<file path="config.mk">
export PLATFORM = sky130hd
export DESIGN_NAME = mem_access_unit
export DESIGN_NICKNAME = d
export VERILOG_FILES = /design/src/rtl/mem_access_unit.sv
export SDC_FILE = /design/constraint.sdc
export NUM_CORES = 1
export LEC_CHECK = 0
export ABC_CLOCK_PERIOD_IN_PS = 2100
export CAP_MARGIN = 25
export CORE_MARGIN = 4
export CORE_UTILIZATION = 40
export CTS_BUF_LIST = sky130_fd_sc_hd__clkbuf_4
export DETAILED_ROUTE_END_ITERATION = 6
export PLACE_DENSITY_LB_ADDON = 0.12
export SYNTH_ARGS = -nofsm -noshare
export SYNTH_HDL_FRONTEND = slang
export SYNTH_SLANG_ARGS = --single-unit
</file>
<file path="constraint.sdc">
create_clock -name clk -period 2.1 [get_ports clk]
set_clock_uncertainty 0.05 [all_clocks]
set_input_delay 0.42 -clock clk [delete_from_list [all_inputs] [get_ports clk]]
set_output_delay 0.42 -clock clk [all_outputs]
set_load 0.02 [all_outputs]
</file>
<file path="src/rtl/mem_access_unit.sv">
// MEM-stage initiator for the word-wide data port: byte/half loads with extension,
// sub-word stores by read-modify-write, and error reporting for bad requests or a silent memory.
module mem_access_unit #(
    parameter int TIMEOUT = 16
) (
    input  logic        clk,
    input  logic        reset,
    input  logic        req_valid,
    output logic        req_ready,
    input  logic        req_we,
    input  logic [2:0]  req_funct3,
    input  logic [31:0] req_addr,
    input  logic [31:0] req_wdata,
    output logic        rsp_valid,
    output logic [31:0] rsp_rdata,
    output logic        rsp_err,
    output logic [1:0]  memOp,
    output logic [31:0] addrB,
    output logic [31:0] dinB,
    input  logic [31:0] doutB,
    input  logic        bValid
);

    localparam logic [1:0] MEM_DISABLE   = 2'b00;
    localparam logic [1:0] MEM_READ_SEXT = 2'b01;
    localparam logic [1:0] MEM_READ_ZEXT = 2'b10;
    localparam logic [1:0] MEM_WRITE     = 2'b11;

    localparam logic [2:0] IDLE    = 3'd0;
    localparam logic [2:0] RD      = 3'd1;
    localparam logic [2:0] WAIT_RD = 3'd2;
    localparam logic [2:0] WR      = 3'd3;
    localparam logic [2:0] RSP     = 3'd4;

    localparam int CW = $clog2(TIMEOUT + 1);

    logic [2:0]    state;
    logic          capWe;
    logic [2:0]    capFunct3;
    logic [1:0]    capLane;
    logic [15:0]   capWdata;
    logic [CW-1:0] waitCount;

    logic          illegalSize;
    logic          misaligned;
    logic          reqErr;
    logic [7:0]    byteSel;
    logic [15:0]   halfSel;
    logic [31:0]   loadData;
    logic [31:0]   mergedWord;

    assign req_ready = (state == IDLE);

    always_comb begin
        illegalSize = req_we ? (req_funct3 >= 3'b011)
                             : (req_funct3 == 3'b011 || req_funct3 == 3'b110 || req_funct3 == 3'b111);
        misaligned  = 1'b0;
        if (req_funct3[1:0] == 2'b01)
            misaligned = req_addr[0];
        else if (req_funct3[1:0] == 2'b10)
            misaligned = (req_addr[1:0] != 2'b00);
        reqErr = illegalSize || misaligned;
    end

    // Lane extraction for loads and lane insertion for the write-back half of RMW stores.
    always_comb begin
        byteSel    = 8'h00;
        case (capLane)
            2'd0: byteSel = doutB[7:0];
            2'd1: byteSel = doutB[15:8];
            2'd2: byteSel = doutB[23:16];
            default: byteSel = doutB[31:24];
        endcase
        halfSel    = capLane[1] ? doutB[31:16] : doutB[15:0];

        loadData   = doutB;
        case (capFunct3)
            3'b000: loadData = {{24{byteSel[7]}}, byteSel};
            3'b001: loadData = {{16{halfSel[15]}}, halfSel};
            3'b100: loadData = {24'h000000, byteSel};
            3'b101: loadData = {16'h0000, halfSel};
            default: loadData = doutB;
        endcase

        mergedWord = doutB;
        if (capFunct3[1:0] == 2'b00) begin
            case (capLane)
                2'd0: mergedWord[7:0]   = capWdata[7:0];
                2'd1: mergedWord[15:8]  = capWdata[7:0];
                2'd2: mergedWord[23:16] = capWdata[7:0];
                default: mergedWord[31:24] = capWdata[7:0];
            endcase
        end else if (capLane[1]) begin
            mergedWord[31:16] = capWdata;
        end else begin
            mergedWord[15:0] = capWdata;
        end
    end

    // Memory-facing outputs are registered, so each is loaded on the edge entering its state.
    always_ff @(posedge clk or negedge reset) begin
        if (!reset) begin
            state     <= IDLE;
            capWe     <= 1'b0;
            capFunct3 <= 3'b000;
            capLane   <= 2'b00;
            capWdata  <= 16'h0000;
            waitCount <= '0;
            memOp     <= MEM_DISABLE;
            addrB     <= 32'h0;
            dinB      <= 32'h0;
            rsp_valid <= 1'b0;
            rsp_rdata <= 32'h0;
            rsp_err   <= 1'b0;
        end else begin
            rsp_valid <= 1'b0;
            case (state)
                IDLE: begin
                    if (req_valid) begin
                        capWe     <= req_we;
                        capFunct3 <= req_funct3;
                        capLane   <= req_addr[1:0];
                        capWdata  <= req_wdata[15:0];
                        rsp_rdata <= 32'h0;
                        rsp_err   <= 1'b0;
                        if (reqErr) begin
                            rsp_valid <= 1'b1;
                            rsp_err   <= 1'b1;
                            state     <= RSP;
                        end else if (req_we && req_funct3 == 3'b010) begin
                            memOp <= MEM_WRITE;
                            addrB <= {req_addr[31:2], 2'b00};
                            dinB  <= req_wdata;
                            state <= WR;
                        end else begin
                            memOp <= (!req_we && !req_funct3[2]) ? MEM_READ_SEXT : MEM_READ_ZEXT;
                            addrB <= {req_addr[31:2], 2'b00};
                            state <= RD;
                        end
                    end
                end
                RD: begin
                    memOp     <= MEM_DISABLE;
                    waitCount <= '0;
                    state     <= WAIT_RD;
                end
                WAIT_RD: begin
                    if (bValid) begin
                        if (capWe) begin
                            memOp <= MEM_WRITE;
                            dinB  <= mergedWord;
                            state <= WR;
                        end else begin
                            rsp_valid <= 1'b1;
                            rsp_rdata <= loadData;
                            state     <= RSP;
                        end
                    end else if (waitCount == CW'(TIMEOUT - 1)) begin
                        rsp_valid <= 1'b1;
                        rsp_err   <= 1'b1;
                        rsp_rdata <= 32'h0;
                        state     <= RSP;
                    end else begin
                        waitCount <= waitCount + 1'b1;
                    end
                end
                WR: begin
                    memOp     <= MEM_DISABLE;
                    dinB      <= 32'h0;
                    rsp_valid <= 1'b1;
                    rsp_rdata <= 32'h0;
                    state     <= RSP;
                end
                RSP: begin
                    state <= IDLE;
                end
                default: begin
                    state <= IDLE;
                end
            endcase
        end
    end

endmodule

</file>
== Yosys cells after proc, flatten, opt, wreduce, memory -nomap -nowiden ==
Index checks and enable logic that the tools add are counted.
Word-level totals
  flip-flop bits (word level): 128
  logic and storage cells: 117
Cells by class
  add/subtract/negate cells: 1
  $lt $le $gt $ge: 1
  equality and inequality tests: 25
  multiplexer cells: 51
  bitwise logic cells: 1
  reductions and logical operators: 26
Operator list (count)
  32-bit two-way mux: 10
  32-bit one-hot mux with 3 select lines: 2
  32-bit one-hot mux with 4 select lines: 1
  16-bit two-way mux: 3
  8-bit two-way mux: 4
  8-bit one-hot mux with 3 select lines: 1
  3-bit two-way mux: 5
  2-bit two-way mux: 7
  2-bit inequality test, second input constant: 7
  3-bit by 2-bit equality test with 1-bit output, second input constant: 4
  3-bit equality test, second input constant: 4
  3-bit one-hot mux with 4 select lines: 1
  1-bit two-way mux: 11
  5-bit two-way mux: 2
  5-bit one-hot mux with 2 select lines: 1
  4-bit AND reduction: 2
  3-bit by 1-bit equality test with 1-bit output, second input constant: 2
  3-bit logical NOT: 2
  3-bit inequality test, second input constant: 2
  2-bit one-hot mux with 3 select lines: 1
  3-bit AND reduction: 2
  6-bit AND reduction: 1
  2-bit nonzero test: 3
  3-bit nonzero test: 2
  17 further kinds: 25

== Depth between registers and ports, before layout ==
  word-level depth: 8
  depth in mapped cells: 8
  gate-level depth less buffers: 7

== Worst setup path after synthesis ==
No wires, ideal clock.
  kind: reg-to-reg
  from: register waitCount[0]
  to: register rsp_rdata[6]
  setup time: 0.079 ns
  data arrival time: 1.932 ns
  required time: 1.971 ns
  setup slack: 0.038 ns
  cell stages (with the launch flop): 9
  path buffers: 1
  period minus slack after synthesis: 2.062 ns
  cells stage by stage: dfrtp_1 ha_1 and3_1 ha_1 nor2b_1 nor3_1 o21a_1 buf_2 mux2i_1
On the way
  word-level cells in the longest chain between the ends: 3
Ends and longest elaborated chain
  start: declaration: line 42  | logic [CW-1:0] waitCount;
  start signal: assignment: line 164  | waitCount <= waitCount + 1'b1;
  5-bit by 4-bit equality test with 1-bit output: line 158  | end else if (waitCount == CW'(TIMEOUT - 1)) begin
  3-bit inequality test (no source line)
  4-bit AND reduction (no source line)
  end signal: assignment: line 155  | rsp_rdata <= loadData;
  end: declaration: line 15  | output logic [31:0] rsp_rdata,
No other way between the ends.
A chain may end at the register's enable or synchronous reset.

== Worst setup path in the final report ==
  from: register waitCount[1]
  to: register rsp_rdata[24]
Same word-level chain as after synthesis.

==> metrics.md <==
| Metric | Value |
|---|---|
| Result of the run | `complete, but fails checks` |
| Failing checks | `setup timing` |
| PnR worst setup slack | `-0.01132 ns` |
| Setup repair after global routing missed its margin | `true` |
| Latest clock arrival within the worst-skew pair | `0.56 ns` |
| Internal portion of total power | `about 8.0 mW` |
| Post-Place Cell Area | `a little over 9000 um^2` |
| Slew Limit Headroom | `64.04%` |
| Mean Syn Cell Area | `around 10 um^2` |
| RePlAce Congestion | `between 0.9 and 1` |
| Antenna violations before repair | `4` |
| Worst-case register-to-register setup slack | `-0.01 ns` |
| Kind of end point of the critical path | `flip-flop` |
| Number of top-level pins | `205` |
| Yosys warnings | `0` |
| DRT Wirelength | `approximately 22 mm` |
| Number of hold-slack violations in the final timing report | `0` |
| Die width | `between 100 and 150 um` |
| Synth-to-Final Area Change | `45.60%` |
| Path type of the worst setup path | `reg -> reg` |
| Sw Pwr | `5.858 mW` |
| Count of state elements after synthesis | `128` |
| Clock sink count | `128` |
| Power density over cell area | `1415 nW/um^2` |
| Final Max Tran Viols | `0` |
| Clock-pin slew reported for the worst setup and hold paths after clock tree synthesis | `0.14 ns` |
| Placement Setup Slack | `-0.4641 ns` |
| Max stage delay on crit path | `0.40 ns` |
| Die H | `137.5 um` |
| Total of buffers placed on input and output ports | `202` |
| Portion of the post-synthesis area used by sequential elements | `47.73%` |
| First-pass GRT wire length | `33.53 mm` |
| Number of distinct library cells after synthesis | `59` |
| Worst Hold Class | `in -> async` |
| Number of flops mapped to enable cells by yosys | `0` |
| Maximum number of pins on one net before global-route repair | `51` |
| Power share of the clock group | `13.5%` |
| Effective utilization at floorplan | `40.61%` |
| Iter 0 DRT Violations | `about 470` |
| Transition at the pin with the smallest max-transition slack | `0.5371 ns` |
| Commonest non-fill, non-tap cells in the layout | `180 x sky130_fd_sc_hd__clkdlybuf4s50_1, 126 x sky130_fd_sc_hd__dfrtp_1, 118 x sky130_fd_sc_hd__nand2_1` |
| Count of max-cap constraint violations | `0` |
| CTS tree | `done` |
| Arr. time, crit path | `2.53 ns` |
| Synth top area share | `47.73%` |
| Final ANT Viol Nets | `0` |
| Die outline area | `18,910 um^2` |
| CP Data Required Time | `2.52 ns` |
| Via count | `roughly 6,000` |
| Dominant synthesized flop cell | `sky130_fd_sc_hd__dfrtp_1` |
| Series of cell instances along the critical path | `ha_2 -> and3_4 -> ha_4 -> nor2b_4 -> nor3_2 -> o21a_2 -> buf_6 -> clkbuf_16 -> a221o_1` |
| Dpl hpwl | `16.66 mm` |
| Total iterations of the first detailed-routing run | `5` |
| Highest attainable clock frequency | `473.6 MHz` |
| Clock period minus final worst setup slack | `2.111 ns` |
| Worst setup SP type | `flip-flop` |
| Most frequent standard cell in the layout excluding fill and tap cells | `sky130_fd_sc_hd__clkdlybuf4s50_1` |
| Final setup viols | `4` |
| Fraction of power spent switching nets | `42.38%` |
| Slowest-stage cell, CP | `sky130_fd_sc_hd__dfrtp_1` |
| Final period utilization | `100.5%` |
| Total power draw | `13.82 mW` |
| Static Leak | `approximately 4.5 nW` |
| Post-Synthesis Cells | `644` |
| Number of levels the H-tree was split into | `4` |
| Launch instance of the worst register-to-register path | `waitCount[1]$_DFFE_PN0P_` |
| Overall overflow remaining after global route | `0` |
| Share of power burned in registers | `31.0%` |
| Terminus of the critical flop-to-flop path | `rsp_rdata[24]$_DFFE_PN0P_` |
| Share of cells above drive strength 1 | `roughly 17%` |
| Worst Setup SP | `waitCount[1]$_DFFE_PN0P_` |
| Total negative slack for setup checks | `-0.02528 ns` |
| Number of placement rows | `47` |
| Number of nets in the layout | `988` |
| Detail-routed via count per cell | `5.488` |
| Post-route design area | `9772 um^2` |
| Fraction of power consumed by combinational cells | `a little under three fifths` |
| Most area-hungry cell type in the Yosys netlist | `sky130_fd_sc_hd__dfrtp_1` |
| Number of CTS-inserted buffers | `17` |
| Biggest area contributors in the synthesized netlist | `sky130_fd_sc_hd__dfrtp_1 48%, sky130_fd_sc_hd__mux2_1 6.9%, sky130_fd_sc_hd__nand2_1 6.6%` |
| Global router's overall resource usage | `23.10%` |
| Highest net fanout along the worst path | `7` |
| Maximum resistive drop on vdd | `0.7219 mV` |
| Netlist area before placement | `6711 um^2` |
| Core region area | `approximately 17,000 um^2` |
| Longest Clk Path Bufs | `2` |
| Avg WL per Cell | `19.95 um` |
| Total DRC errors in the routed layout | `0` |
| CTS Root Cell | `sky130_fd_sc_hd__clkbuf_4` |
| Worst reg2reg path depth | `9` |
| Post-synth ARST share | `100.0%` |
| Number of global-route vias before repair | `6,174` |
cell type report:
type                       instances  area [um^2]
tap                              220        275.3
clock inverter                    15        182.7
inverter                           4        15.01
multi-input combinational        456         3216
clock buffer                      17        127.6
timing repair buffer             275         2748
fill                            1407         6753
sequential                       128         3206
antenna                            1        2.502
worst max path at each step:
| stage | depth (start not counted) | endpoint |
|---|---|---|
| after floorplan | 8 | rsp_rdata[6]$_DFFE_PN0P_ |
| after global placement | 6 | dinB[21]$_DFFE_PN0P_ |
| after detailed placement | 6 | dinB[3]$_DFFE_PN0P_ |
| after CTS | 1 | addrB[20] |
| after global routing | 9 | rsp_rdata[24]$_DFFE_PN0P_ |
| final | 9 | rsp_rdata[24]$_DFFE_PN0P_ |
stage by stage:
stage               utilization [%]  std cells  hold WS [ns]
finish                        59.14       1116        0.1936
global route                  59.14       1116        0.1911
CTS                           58.01       1106        0.1636
detailed placement            56.02       1073        0.2492
global placement              56.02       1073        0.2483
floorplan                         -        645       0.07441
synth_stat cells (6+ instances only):
master,n
sky130_fd_sc_hd__nand2_1,118
sky130_fd_sc_hd__mux2_1,41
sky130_fd_sc_hd__nand4_1,8
sky130_fd_sc_hd__o211ai_1,25
sky130_fd_sc_hd__a22o_1,8
sky130_fd_sc_hd__nor2_1,15
sky130_fd_sc_hd__buf_2,20
sky130_fd_sc_hd__o2bb2ai_1,6
sky130_fd_sc_hd__and3b_1,6
sky130_fd_sc_hd__a211o_1,6
sky130_fd_sc_hd__o21ai_0,18
sky130_fd_sc_hd__nor2b_1,19
sky130_fd_sc_hd__o22ai_1,10
sky130_fd_sc_hd__dfrtp_1,128
sky130_fd_sc_hd__and3_1,6
sky130_fd_sc_hd__or3_1,9
sky130_fd_sc_hd__buf_6,10
sky130_fd_sc_hd__o311a_1,16
sky130_fd_sc_hd__a221o_1,17
sky130_fd_sc_hd__nand3_1,8
sky130_fd_sc_hd__clkbuf_1,22
sky130_fd_sc_hd__mux2_2,22
sky130_fd_sc_hd__nand2b_1,7
sky130_fd_sc_hd__o31ai_1,16
sky130_fd_sc_hd__a21oi_1,25
critical path: cells and delay by family (launching register included):
kind,cells,cell delay (ns)
compound gates,2,0.57
simple gates,3,0.39
buf+inv,2,0.29
flops,1,0.40
fa+ha+maj,2,0.31
cell families after synthesis:
group           count (synthesis)  share of synthesized area [%]
compound gates                163                          18.59
xor+xnor                        2                         0.2610
fa+ha+maj                       2                         0.3728
buf+inv                        61                          5.071
flops                         128                          47.73
mux                            68                          11.76
other cells                     1                        0.05587
simple gates                  219                          16.16
power by group through the flow:
stage | Combinational [mW] | Sequential (mW) | Clock [mW]
floorplan | 3.42 | 5.08 | 0
global placement | 7.29 | 4.27 | 0
detailed placement | 7.42 | 4.32 | 0
CTS | 7.46 | 4.29 | 1.91
global route | 8.20 | 4.43 | 2.03
finish | 7.67 | 4.28 | 1.87
what timing repair did:
action / in CTS / in global routing
endpoints found under the hold margin: 119 / 0
hold buffers: 1 / 0
endpoints found under the setup margin: 7 / 61
gates resized for setup: 7 / 33
pin swaps: 0 / 4
buffers inserted: 0 / 7
gates cloned: 0 / 2
sequential cells by signal (all words and copies together) (netlist names):
register	flops
dinB	32
waitCount	5
rsp_err	1
rsp_valid	1
addrB	30
state	3
capWe	1
capFunct3	3
capLane	2
memOp	2
capWdata	16
rsp_rdata	32
per-layer routing:
metal  GRT usage (%)  up-vias  part of all wire [%]
li1                -     2837                     -
met1           30.51     2951                    43
met2           35.52      286                    45
met3           7.597       45                   9.6
met4           8.370        6                   2.6
met5               0        -                  0.15
Power figures use the tool's default switching activity.
